$ cat src/rtl/mux_bit_sequencer_pkg.sv
// Shared definitions for the mux bit sequencer: FSM state encoding and
// the counter width helper used to size the cycle counters.
package mux_bit_sequencer_pkg;

  typedef enum logic [1:0] {
    IDLE  = 2'd0,
    SHIFT = 2'd1,
    GAPW  = 2'd2
  } state_t;

  // A counter that counts 0..n-1 never needs fewer than one bit.
  function automatic int cnt_width(input int n);
    return (n <= 2) ? 1 : $clog2(n);
  endfunction

endpackage

$ cat src/rtl/mux_bit_sequencer_if.sv
// Byte handshake plus the serialiser outputs that feed the 8:1 mux stage.
interface mux_bit_sequencer_if;

  logic [7:0] in_data;
  logic       in_valid;
  logic       in_ready;
  logic [7:0] data_out;
  logic [2:0] sel;
  logic       busy;
  logic       bit_stb;
  logic       last;
  logic       done;

  modport master (
    output in_data, in_valid,
    input  in_ready, data_out, sel, busy, bit_stb, last, done
  );

  modport slave (
    input  in_data, in_valid,
    output in_ready, data_out, sel, busy, bit_stb, last, done
  );

endinterface

$ cat src/rtl/mux_bit_sequencer_mod_n_counter.sv
// Modulo-N counter with synchronous clear and a terminal-count flag; it wraps
// to zero when enabled on its terminal value.
module mod_n_counter
  import mux_bit_sequencer_pkg::*;
#(
  parameter int N = 4,
  parameter int W = cnt_width(N)
) (
  input  logic         clk,
  input  logic         rst_n,
  input  logic         i_en,
  input  logic         i_clr,
  output logic [W-1:0] o_cnt,
  output logic         o_tc
);

  // N=0 builds a counter that sits at zero.
  localparam logic [W-1:0] LAST = (N > 0) ? W'(N - 1) : '0;

  logic [W-1:0] r_cnt;

  always_ff @(posedge clk or negedge rst_n) begin
    if (!rst_n) begin
      r_cnt <= '0;
    end else if (i_clr) begin
      r_cnt <= '0;
    end else if (i_en) begin
      r_cnt <= (r_cnt == LAST) ? '0 : r_cnt + 1'b1;
    end
  end

  assign o_cnt = r_cnt;
  assign o_tc  = (r_cnt == LAST);

endmodule

$ cat src/rtl/mux_bit_sequencer.sv
// Captures one byte per handshake and walks the mux select through all eight
// bit positions, DIV cycles each, with bit/frame strobes and an idle gap.
module mux_bit_sequencer
  import mux_bit_sequencer_pkg::*;
#(
  parameter int DIV     = 4,
  parameter int GAP     = 1,
  parameter bit DESCEND = 1'b0
) (
  input  logic               clk,
  input  logic               rst_n,
  mux_bit_sequencer_if.slave bus
);

  localparam int             DW        = cnt_width(DIV);
  localparam int             GW        = cnt_width(GAP);
  localparam logic [DW-1:0]  DIV_LAST  = DW'(DIV - 1);
  localparam logic [2:0]     SEL_FIRST = DESCEND ? 3'd7 : 3'd0;

  state_t        r_state;
  state_t        w_state_next;

  logic [7:0]    r_data_out;
  logic [2:0]    r_sel;
  logic [2:0]    r_bit_cnt;
  logic          r_busy;
  logic          r_bit_stb;
  logic          r_last;
  logic          r_done;

  logic [DW-1:0] w_div_cnt;
  logic [DW-1:0] w_div_next;
  logic          w_div_tc;
  logic [GW-1:0] w_gap_cnt;
  logic          w_gap_tc;
  logic          w_unused_gap;

  logic          w_accept;
  logic          w_step;
  logic          w_frame_end;
  logic [2:0]    w_bit_next;
  logic          w_done_next;

  assign w_accept    = (r_state == IDLE) && bus.in_valid;
  assign w_step      = (r_state == SHIFT) && w_div_tc && (r_bit_cnt != 3'd7);
  assign w_frame_end = (r_state == SHIFT) && w_div_tc && (r_bit_cnt == 3'd7);
  assign w_bit_next  = w_step ? r_bit_cnt + 3'd1 : r_bit_cnt;
  assign w_div_next  = w_div_tc ? '0 : w_div_cnt + 1'b1;

  // done is registered, so it is raised on the edge entering the frame's final cycle.
  assign w_done_next = (r_state == SHIFT) && !w_frame_end &&
                       (w_bit_next == 3'd7) && (w_div_next == DIV_LAST);

  mod_n_counter #(.N(DIV), .W(DW)) u_div_cnt (
    .clk   (clk),
    .rst_n (rst_n),
    .i_en  (r_state == SHIFT),
    .i_clr (w_accept),
    .o_cnt (w_div_cnt),
    .o_tc  (w_div_tc)
  );

  mod_n_counter #(.N(GAP), .W(GW)) u_gap_cnt (
    .clk   (clk),
    .rst_n (rst_n),
    .i_en  (r_state == GAPW),
    .i_clr (w_frame_end),
    .o_cnt (w_gap_cnt),
    .o_tc  (w_gap_tc)
  );

  // Only the terminal flag of the gap counter steers the FSM.
  assign w_unused_gap = ^w_gap_cnt;

  always_ff @(posedge clk or negedge rst_n) begin
    if (!rst_n) begin
      r_state <= IDLE;
    end else begin
      r_state <= w_state_next;
    end
  end

  always_comb begin
    w_state_next = r_state;
    case (r_state)
      IDLE:    if (bus.in_valid) w_state_next = SHIFT;
      SHIFT:   if (w_frame_end) w_state_next = (GAP > 0) ? GAPW : IDLE;
      GAPW:    if (w_gap_tc) w_state_next = IDLE;
      default: w_state_next = IDLE;
    endcase
  end

  always_ff @(posedge clk or negedge rst_n) begin
    if (!rst_n) begin
      r_data_out <= '0;
      r_sel      <= '0;
      r_bit_cnt  <= '0;
      r_busy     <= 1'b0;
      r_bit_stb  <= 1'b0;
      r_last     <= 1'b0;
      r_done     <= 1'b0;
    end else begin
      r_bit_stb <= 1'b0;
      r_done    <= w_done_next;
      if (w_accept) begin
        r_data_out <= bus.in_data;
        r_sel      <= SEL_FIRST;
        r_bit_cnt  <= 3'd0;
        r_busy     <= 1'b1;
        r_bit_stb  <= 1'b1;
        r_last     <= 1'b0;
      end else if (w_step) begin
        r_bit_cnt <= w_bit_next;
        r_sel     <= DESCEND ? r_sel - 3'd1 : r_sel + 3'd1;
        r_bit_stb <= 1'b1;
        r_last    <= (w_bit_next == 3'd7);
      end else if (w_frame_end) begin
        r_busy <= 1'b0;
        r_last <= 1'b0;
      end
    end
  end

  assign bus.in_ready = (r_state == IDLE);
  assign bus.data_out = r_data_out;
  assign bus.sel      = r_sel;
  assign bus.busy     = r_busy;
  assign bus.bit_stb  = r_bit_stb;
  assign bus.last     = r_last;
  assign bus.done     = r_done;

endmodule

$ cat src/flat_wrapper.sv
// flat-port wrapper written by rule: the top's interface ports become plain ports
module mux_bit_sequencer_flat import mux_bit_sequencer_pkg::*;
#(
  parameter int DIV     = 4,
  parameter int GAP     = 1,
  parameter bit DESCEND = 1'b0
)
  (clk, rst_n, bus_in_data, bus_in_valid, bus_in_ready, bus_data_out, bus_sel, bus_busy, bus_bit_stb, bus_last, bus_done);
  mux_bit_sequencer_if bus_i ();
  input  logic clk;
  input  logic rst_n;
  input wire logic [$bits(bus_i.in_data)-1:0] bus_in_data;
  input wire logic [$bits(bus_i.in_valid)-1:0] bus_in_valid;
  output wire logic [$bits(bus_i.in_ready)-1:0] bus_in_ready;
  output wire logic [$bits(bus_i.data_out)-1:0] bus_data_out;
  output wire logic [$bits(bus_i.sel)-1:0] bus_sel;
  output wire logic [$bits(bus_i.busy)-1:0] bus_busy;
  output wire logic [$bits(bus_i.bit_stb)-1:0] bus_bit_stb;
  output wire logic [$bits(bus_i.last)-1:0] bus_last;
  output wire logic [$bits(bus_i.done)-1:0] bus_done;
  assign bus_i.in_data = bus_in_data;
  assign bus_i.in_valid = bus_in_valid;
  assign bus_in_ready = bus_i.in_ready;
  assign bus_data_out = bus_i.data_out;
  assign bus_sel = bus_i.sel;
  assign bus_busy = bus_i.busy;
  assign bus_bit_stb = bus_i.bit_stb;
  assign bus_last = bus_i.last;
  assign bus_done = bus_i.done;
  mux_bit_sequencer #(.DIV(DIV), .GAP(GAP), .DESCEND(DESCEND)) u_core (.clk(clk), .rst_n(rst_n), .bus(bus_i));
endmodule
$ cat config.mk
export PLATFORM = sky130hd
export DESIGN_NAME = mux_bit_sequencer_flat
export DESIGN_NICKNAME = d
export VERILOG_FILES = /design/src/rtl/mux_bit_sequencer_pkg.sv /design/src/rtl/mux_bit_sequencer_if.sv /design/src/rtl/mux_bit_sequencer_mod_n_counter.sv /design/src/rtl/mux_bit_sequencer.sv /design/src/flat_wrapper.sv
export SDC_FILE = /design/constraint.sdc
export NUM_CORES = 1
export LEC_CHECK = 0
export ABC_AREA = 1
export BUFFER_PORTS_ARGS = -buffer_cell sky130_fd_sc_hd__buf_2
export CELL_PAD_IN_SITES_DETAIL_PLACEMENT = 0
export CELL_PAD_IN_SITES_GLOBAL_PLACEMENT = 1
export CORE_UTILIZATION = 33
export DETAILED_ROUTE_END_ITERATION = 8
export PLACE_DENSITY_LB_ADDON = 0.1
export SLEW_MARGIN = 5
export SYNTH_ARGS = -nofsm -noshare
export SYNTH_HDL_FRONTEND = slang
export SYNTH_HIERARCHICAL = 1
export SYNTH_SLANG_ARGS = --single-unit
export TNS_END_PERCENT = 50
$ cat constraint.sdc
create_clock -name clk -period 1.4 [get_ports clk]
set_input_delay 0.28 -clock clk [delete_from_list [all_inputs] [get_ports clk]]
set_output_delay 0.28 -clock clk [all_outputs]
set_load 0.03 [all_outputs]
==> results.txt, run 1 <==
Setup_tns - -0.0159 ns
Post-Syn Area per Cell - 8.99 sq um
Endpoint, Worst Hold - u_core/bus.data_out[6]$_DFFE_PN0N_
Row count - 19
CTS root buf - clkbuf_4
Mapped Area - 980 sq um
CTS tree - built
DRC violations left - 0
Wire per inst - 11.1 microns
HP Class - in2reg
HP Start - bus_in_data[6]
Worst-margin pin slew - 0.505 ns
Vias post-DR - 815
Die Area - 3190 sq um
Cts bufs inserted - 3
Largest stage delay on the critical path - 0.41 ns
R2r setup slk - -0.02 ns
H-tree levels - 1
Max Clock Freq - 706 MHz
Hold depth - 3
Sequential standard cell area - 551 sq um
Antenna cells - 0
Largest net degree at the start of global routing - 23
First-pass GRT wire length - 3.20 mm
Routed vias/inst - 4.58
Unrepaired setup endpoints after global routing - true
Fin crit share - 101%
CP Class - reg2reg
CTS max path bufs - 2
ANT nets after route - 0
Total Power - 2910 uW
Critical R2R Launch - u_core/r_bit_cnt[0]$_DFFE_PN0P_
GRT Total Usage - 13.2%
Core footprint - 2780 sq um
Die H - 56.5 microns
CP required - 1.62 ns
Worst slew margin - 66.3%
Setup violations, final - 1
Final Skew - 0.00420 ns
Final HPWL DP - 1.40 mm
Final wirelength - 1.97 mm
Run status - complete, but fails checks
Multi-input logic area - 395 sq um
Ys Warns - 6
Nature of the critical path startpoint - flop
Vias in the first global route - 735
Final instance area - 1300 sq um
Slowest CP cell - dfrtp_1
Leakage - 0.000726 uW
Routability congestion estimate from global placement - 0.769
Worst-path cell chain - ha_2 -> ha_2 -> inv_2 -> nand4_1 -> buf_6 -> nand2_2 -> nand2_2 -> nand3_1 -> nand2_1
Pwr dens - 2250 nW/um^2
Placed inst area - 1170 sq um
Clock transition at path regs - 0.13 ns
Initial antenna violation count - 0
Hold Fails Final Rpt - 0
Syn_nets - 124
Max Transition Viols Final - 0
Layout cells sized above 1 - 39.5%
Port Buffers - 26
Worst vdd ir - 1.16 mV
Ports - 27
CP arrival - 1.63 ns
Worst-path fanout max - 6
Worst Reg2Reg Path Length in Cells - 9
R2R Path End - u_core/bus.last$_DFFE_PN0P_
Clock latency on the worst-skew pair - 0.31 ns
Final nets - 163
Initial Utilization - 35.2%
Final setup margin - -0.0159 ns
Num Clock Sinks - 22
Area Overhead vs Synth - 32.3%
Drt first pass iters - 4
Cells after synthesis - 109
Die W - 56.5 microns
Failing checks - setup timing
Total gr overflow - 0
Tmin final - 1.42 ns
Initial drt markers - 12
CP endpoint kind - flop
Max-Cap Viols - 0
Number of fill cells in the layout - 282
-- worst max-delay path, delay by kind of cell, from the launching register on --
kind,cells,cell delay (ns)
buffers and inverters,2,0.21
AND/OR/NAND/NOR,5,0.36
adder cells (fa/ha/maj),2,0.34
flip-flops,1,0.41
-- final cells by class --
| cell class | instances | area share (%) |
|---|---|---|
| inverter | 9 | 2.61 |
| clock buffer | 3 | 1.74 |
| multi-input combinational | 75 | 30.5 |
| timing repair buffer | 37 | 17.4 |
| tap | 31 | 2.99 |
| sequential | 22 | 42.5 |
| clock inverter | 1 | 2.32 |
-- placed cells by master, fill, tap and decap left out, types with 4 or more instances in the layout --
| cell type | count |
|---|---|
| buf_2 | 25 |
| buf_4 | 9 |
| dfrtp_1 | 22 |
| inv_1 | 6 |
| nand2_1 | 37 |
| nand2_2 | 7 |
| nand3_1 | 7 |
| nand4_1 | 4 |
| nor2_1 | 4 |
| nor2_2 | 4 |
-- how the worst max path moves through the flow --
stage	start	end	slack [ns]	depth (start not counted)
3_5_place_dp	u_core/r_bit_cnt[0]$_DFFE_PN0P_	u_core/bus.last$_DFFE_PN0P_	-0.13	8
6_report	u_core/r_bit_cnt[0]$_DFFE_PN0P_	u_core/bus.last$_DFFE_PN0P_	-0.02	9
2_1_floorplan	u_core/r_bit_cnt[0]$_DFFE_PN0P_	u_core/bus.last$_DFFE_PN0P_	-0.06	8
5_1_grt	u_core/r_bit_cnt[1]$_DFFE_PN0P_	u_core/bus.last$_DFFE_PN0P_	-0.09	9
3_3_place_gp	u_core/r_bit_cnt[0]$_DFFE_PN0P_	u_core/bus.done$_DFF_PN0_	-0.03	8
4_1_cts	u_core/r_bit_cnt[1]$_DFFE_PN0P_	u_core/bus.done$_DFF_PN0_	-0.1	8
-- per-layer routing --
layer	routed length, microns	up-vias	share of wire [%]	GRT usage [%]
li1	-	417	-	-
met2	997	19	51	23.7
met4	10	0	0.51	6.27
met5	0	-	0	0
met3	81	2	4.1	2.07
met1	883	377	45	15.2
-- per-stage QoR --
step | utilization (%) | std cells | hold slack (ns) | worst slack, ns
floorplan | - | 109 | -0.0156 | -0.0601
finish | 46.6 | 178 | 0.156 | -0.0159
global placement | 42.1 | 169 | 0.279 | -0.0325
CTS | 44.6 | 174 | 0.141 | -0.0976
detailed placement | 42.1 | 169 | 0.290 | -0.132
global route | 46.6 | 178 | 0.129 | -0.0931
-- registers in the layout, summed over array words and instances (netlist names) --
register	cells
u_core/bus.busy	1
u_core/bus.done	1
u_core/bus.last	1
u_core/bus.data_out	8
u_core/u_div_cnt/o_cnt	2
u_core/r_state	2
u_core/bus.bit_stb	1
u_core/bus.sel	3
u_core/r_bit_cnt	3
-- repair_timing --
action / 4_1_cts / 5_1_grt
setup endpoints to repair: 9 / 10
buffers inserted: 0 / 4
pin swaps: 7 / 10
hold buffers: 1 / 0
gates resized for setup: 4 / 9
endpoints found under the hold margin: 22 / 0
-- report_power, final --
| group | internal [uW] | switching, uW | total, uW |
|---|---|---|---|
| Sequential | 883 | 151 | 1030 |
| Clock | 289 | 199 | 488 |
| Combinational | 507 | 884 | 1390 |
No activity file was read; power rests on OpenSTA's default activity.
==> inputs of run 2 (changes only) <==
Settings changed: CORE_UTILIZATION 33 to 30, SETUP_SLACK_MARGIN from default to 0.02.
==> run 2 against run 1 <==
  * The flow still finishes with violations (setup timing)
  * Clock skew hardly changed
  * Flip-flop and latch count stayed put
  * Combinational power down 4%
  * Cell count grew 5.6%
  * Maximum frequency is 3.0% lower
  * Global-route usage is 0.13 points higher
  * Non-clock buffer count decreased by 3
  * Power shrank 6.3%
  * Sequential share of layout area grew 0.62 points
  * Largest power group unchanged
==> results.txt, run 2 (synthesis results as in run 1) <==
Run status - complete, but fails checks
Failing checks - setup timing
Final HPWL DP - 1.46 mm
Max Clock Freq - 685 MHz
WL met2 - 933 microns
Core footprint - 3080 sq um
Cts bufs inserted - 3
CTS max path bufs - 2
Layout cells sized above 1 - 35.4%
Worst-path fanout max - 6
First-pass GRT wire length - 3.41 mm
Unrepaired setup endpoints after global routing - true
Drt first pass iters - 4
CP arrival - 1.67 ns
Vias in the first global route - 758
Leakage - 0.000707 uW
Ports - 27
WP buf/inv - 1
Hold Fails Final Rpt - 0
Vias post-DR - 800
Num Clock Sinks - 22
Most frequent cells in the layout - 42 x nand2_1, 25 x buf_2, 22 x dfrtp_1
Largest stage delay on the critical path - 0.43 ns
Worst vdd ir - 0.734 mV
Setup_tns - -0.199 ns
Multi-input logic area - 407 sq um
Total gr overflow - 0
Worst-path cell chain - ha_4 -> ha_4 -> inv_2 -> nand4_1 -> nand2_1 -> nand2_1 -> nand3_1 -> nand2_1
Top routing layer in use - met4
WP depth - 8
Hold depth - 3
M1 wire length - 969 microns
Max Transition Viols Final - 0
Met3 wire len - 115 microns
Clock transition at path regs - 0.12 ns
Largest net degree at the start of global routing - 23
Area Overhead vs Synth - 30.4%
Worst Reg2Reg Path Length in Cells - 8
Initial antenna violation count - 0
Final wirelength - 2.05 mm
CP endpoint kind - flop
Initial drt markers - 18
Port Buffers - 26
H-tree levels - 1
Final Skew - 0.00395 ns
Slowest CP cell - dfrtp_1
Nature of the critical path startpoint - flop
Die W - 59.1 microns
Sequential standard cell area - 551 sq um
CP required - 1.61 ns
Wire per inst - 10.9 microns
Routability congestion estimate from global placement - 0.860
Setup violations, final - 6
Commonest non-fill, non-tap cell in the layout - nand2_1
Die H - 59.1 microns
CP Class - reg2reg
Number of fill cells in the layout - 319
Final setup margin - -0.0600 ns
Fin crit share - 104%
CTS root buf - clkbuf_4
HP Class - in2reg
Antenna cells - 0
Largest delay share family, worst path - simple AND/OR/NAND/NOR gates
Tmin final - 1.46 ns
Initial Utilization - 31.8%
ANT nets after route - 0
Clock latency on the worst-skew pair - 0.31 ns
Routed vias/inst - 4.26
Die Area - 3500 sq um
Final nets - 160
CTS tree - built
Setup WS pre-CTS - -0.0389 ns
Cell repeated most along the worst path - nand2_1
GRT Total Usage - 13.4%
R2r setup slk - -0.06 ns
Row count - 20
Pwr dens - 2140 nW/um^2
Max-Cap Viols - 0
WHS - 0.153 ns
Max reg flops - 8
Final instance area - 1280 sq um
DRC violations left - 0
Placed inst area - 1190 sq um
[run 2: cell types whose count changed in the layout (fill, tap and decap cells not counted), moves of 2 or more]
cell     before  now
nand3_1       7    5
nand2_2       7    2
ha_2          2    0
nand2_1      37   42
ha_4          0    2
buf_6         2    0
nand3_2       0    2
[run 2: repair_timing]
item / 4_1_cts / 5_1_grt
setup buffers: 1 / 0
resized for setup: 4 / 2
hold buffers: 1 / 0
pin swaps: 7 / 2
endpoints found under the hold margin: 22 / 0
endpoints found under the setup margin: 7 / 11
[run 2: stage by stage]
stage / util, % / cells / total power [uW]
after floorplan: - / 109 / 1940
after global placement: 38.7 / 182 / 2320
after detailed placement: 38.7 / 182 / 2340
after CTS: 41.2 / 188 / 2740
after global routing: 41.5 / 188 / 2960
final: 41.5 / 188 / 2730
[run 2: per-layer routing]
layer | GRT usage [%] | vias up
met5 | 0 | -
met4 | 3.06 | 0
met3 | 4.37 | 4
met2 | 22.7 | 23
met1 | 16.4 | 363
li1 | - | 410
[run 2: final timing paths]
path                                            startpoint                                  to
min in group asynchronous                            rst_n  u_core/bus.data_out[5]$_DFFE_PN0N_
hold / removal                              bus_in_data[5]  u_core/bus.data_out[5]$_DFFE_PN0N_
hold reg to reg                u_core/bus.busy$_DFFE_PN0P_         u_core/bus.busy$_DFFE_PN0P_
max in group asynchronous                            rst_n  u_core/bus.data_out[4]$_DFFE_PN0N_
setup reg to reg           u_core/r_bit_cnt[0]$_DFFE_PN0P_         u_core/bus.last$_DFFE_PN0P_
setup / recovery           u_core/r_bit_cnt[0]$_DFFE_PN0P_         u_core/bus.last$_DFFE_PN0P_
[run 2: cell type report]
class	instances	area share [%]
repair buffers	34	15.3
clock buffers	4	2.84
multi-input cells	75	31.8
flip-flops and latches	22	43.1
inverters	9	2.64
well taps	44	4.31
[run 2: worst reg2reg max path: cells and delay by family, from the launching register on]
family	cells	cell delay, ns
adders and majority gates	2	0.33
buffers and inverters	1	0.04
DFF	1	0.43
and+or+nand+nor	5	0.56
[run 2: power by group]
group          internal [uW]  switching [uW]  total, uW
sequential               883             174       1060
clock                    159             189        348
combinational            467             859       1330
==> inputs of run 3 (changes only) <==
--- a/config.mk
+++ b/config.mk
@@ -13,5 +13,5 @@
 export DETAILED_ROUTE_END_ITERATION = 8
 export PLACE_DENSITY_LB_ADDON = 0.1
-export SETUP_SLACK_MARGIN = 0.02
+export SETUP_SLACK_MARGIN = 0.4
 export SLEW_MARGIN = 5
 export SYNTH_ARGS = -nofsm -noshare
==> constraint.sdc (replaced) <==
create_clock -name clk -period 1.4 [get_ports clk]
set_input_delay 0.28 -clock clk [delete_from_list [all_inputs] [get_ports clk]]
set_output_delay 0.28 -clock clk [all_outputs]
set_load 0.01 [all_outputs]
==> run 3 against run 2 <==
  * The run still ends with setup timing left
  * Sequential share of layout area fell by 3.9 points
  * Count of clock-buffer cells in the layout did not move
  * Clock power barely moved
  * Critical path type unchanged
  * Critical endpoint is now u_core/bus.done$_DFF_PN0_
==> results.txt, run 3 (synthesis results as in run 1) <==
Max reg flops - 8
Final Skew - 0.00176 ns
Drt first pass iters - 4
Endpoint, Worst Hold - u_core/bus.data_out[3]$_DFFE_PN0N_
Max Transition Viols Final - 0
Area Overhead vs Synth - 43.3%
CTS root buf - clkbuf_4
Routability congestion estimate from global placement - 0.867
R2R Path End - u_core/bus.done$_DFF_PN0_
Die H - 59.1 microns
Met2 GRT Util - 24.0%
Ports - 27
Pwr dens - 1890 nW/um^2
Fin util - 45.6%
Tmin final - 1.48 ns
Nature of the critical path startpoint - flop
CP arrival - 1.68 ns
Run status - complete, but fails checks
Largest net degree at the start of global routing - 23
Layout cells sized above 1 - 46.4%
HP Class - in2reg
Num Clock Sinks - 22
Largest stage delay on the critical path - 0.42 ns
CTS max path bufs - 2
Wire per inst - 11.3 microns
R2r setup slk - -0.08 ns
WHS - 0.161 ns
Port Buffers - 26
Hold depth - 3
CP required - 1.60 ns
Placed inst area - 1200 sq um
Busiest grt layer - met2
Met3 Usage GRT - 2.62%
Total gr overflow - 0
Commonest non-fill, non-tap cell in the layout - nand2_1
Vias in the first global route - 817
Cell repeated most along the worst path - nand2_1
DRC violations left - 0
Max-Cap Viols - 0
Fin crit share - 105%
Critical R2R Launch - u_core/r_bit_cnt[0]$_DFFE_PN0P_
Clock latency on the worst-skew pair - 0.30 ns
WP buf/inv - 2
Initial Utilization - 31.8%
Worst Reg2Reg Path Length in Cells - 9
Largest delay share family, worst path - flip-flops
CP endpoint kind - flop
Final HPWL DP - 1.46 mm
Worst-path cell chain - ha_2 -> ha_4 -> inv_4 -> nand4_1 -> buf_6 -> nand2_2 -> nand2_1 -> nand2_1 -> nor2_1
Vias post-DR - 845
Row count - 20
H-tree levels - 1
Clock transition at path regs - 0.12 ns
Leakage - 0.000768 uW
Worst vdd ir - 0.576 mV
Max Clock Freq - 677 MHz
Most frequent cells in the layout - 37 x nand2_1, 25 x buf_2, 22 x dfrtp_1
Setup_tns - -0.258 ns
Final nets - 169
CP Class - reg2reg
ANT nets after route - 0
Final setup margin - -0.0765 ns
Antenna cells - 0
Initial drt markers - 24
Final wirelength - 2.23 mm
First-pass GRT wire length - 3.64 mm
Unrepaired setup endpoints after global routing - true
Setup violations, final - 5
Met1 usage - 17.1%
Die Area - 3500 sq um
Initial antenna violation count - 0
Hold Fails Final Rpt - 0
Cts bufs inserted - 3
Core footprint - 3080 sq um
Die W - 59.1 microns
Worst-path fanout max - 6
GRT Total Usage - 14.3%
Final instance area - 1400 sq um
Slowest CP cell - dfrtp_1
Routed vias/inst - 4.29
CTS tree - built
Failing checks - setup timing
Number of fill cells in the layout - 293
HP Start - bus_in_data[3]
run 3: where the power goes:
group | internal, uW | total, uW | switching [uW]
logic | 599 | 1280 | 682
registers | 883 | 1030 | 151
clock network | 159 | 345 | 187
run 3: worst max path at each step:
| stage | from | to | slack, ns | cells past startpoint |
|---|---|---|---|---|
| after detailed placement | u_core/r_bit_cnt[1]$_DFFE_PN0P_ | u_core/bus.done$_DFF_PN0_ | -0.02 | 8 |
| after global placement | u_core/r_bit_cnt[1]$_DFFE_PN0P_ | u_core/bus.last$_DFFE_PN0P_ | 0.009 | 8 |
| after floorplan | u_core/r_bit_cnt[0]$_DFFE_PN0P_ | u_core/bus.last$_DFFE_PN0P_ | 0.03 | 8 |
| after CTS | u_core/r_bit_cnt[1]$_DFFE_PN0P_ | u_core/bus.last$_DFFE_PN0P_ | -0.03 | 8 |
| after global routing | u_core/r_bit_cnt[0]$_DFFE_PN0P_ | u_core/bus.last$_DFFE_PN0P_ | -0.14 | 9 |
| final | u_core/r_bit_cnt[0]$_DFFE_PN0P_ | u_core/bus.done$_DFF_PN0_ | -0.08 | 9 |
run 3: metal layers:
layer / routed length [microns] / part of all wire [%] / up-vias
met4: 37 / 1.7 / 0
met5: 0 / 0 / -
met1: 959 / 43 / 393
met2: 1170 / 52 / 17
li1: - / - / 431
met3: 71 / 3.2 / 4
run 3: stage by stage:
step / total power, uW / setup slack, ns / std cells
2_1_floorplan: 1680 / 0.0314 / 109
3_3_place_gp: 2050 / 0.00948 / 182
3_5_place_dp: 2060 / -0.0207 / 182
4_1_cts: 2520 / -0.0278 / 192
5_1_grt: 2900 / -0.140 / 197
6_report: 2660 / -0.0765 / 197
run 3: tightest hold or removal path, cell delays in order:
cell and delay, ns:
buf_2 0.07, nand2_1 0.04, nand2_1 0.04
run 3: repair_timing:
item,CTS,global route
gates cloned,0,0
hold buffers,1,0
buffers inserted,5,5
resized for setup,6,16
endpoints found under the hold margin,22,0
setup endpoints to repair,38,38
pin swaps,8,5
run 3: cell type report:
type	count	area [sq um]	share of cell area (%)
well taps	44	55.1	3.92
multi-input cells	75	444	31.6
repair buffers	43	282	20.1
clock buffers	4	36.3	2.58
inverters	9	36.3	2.58
flip-flops and latches	22	551	39.2
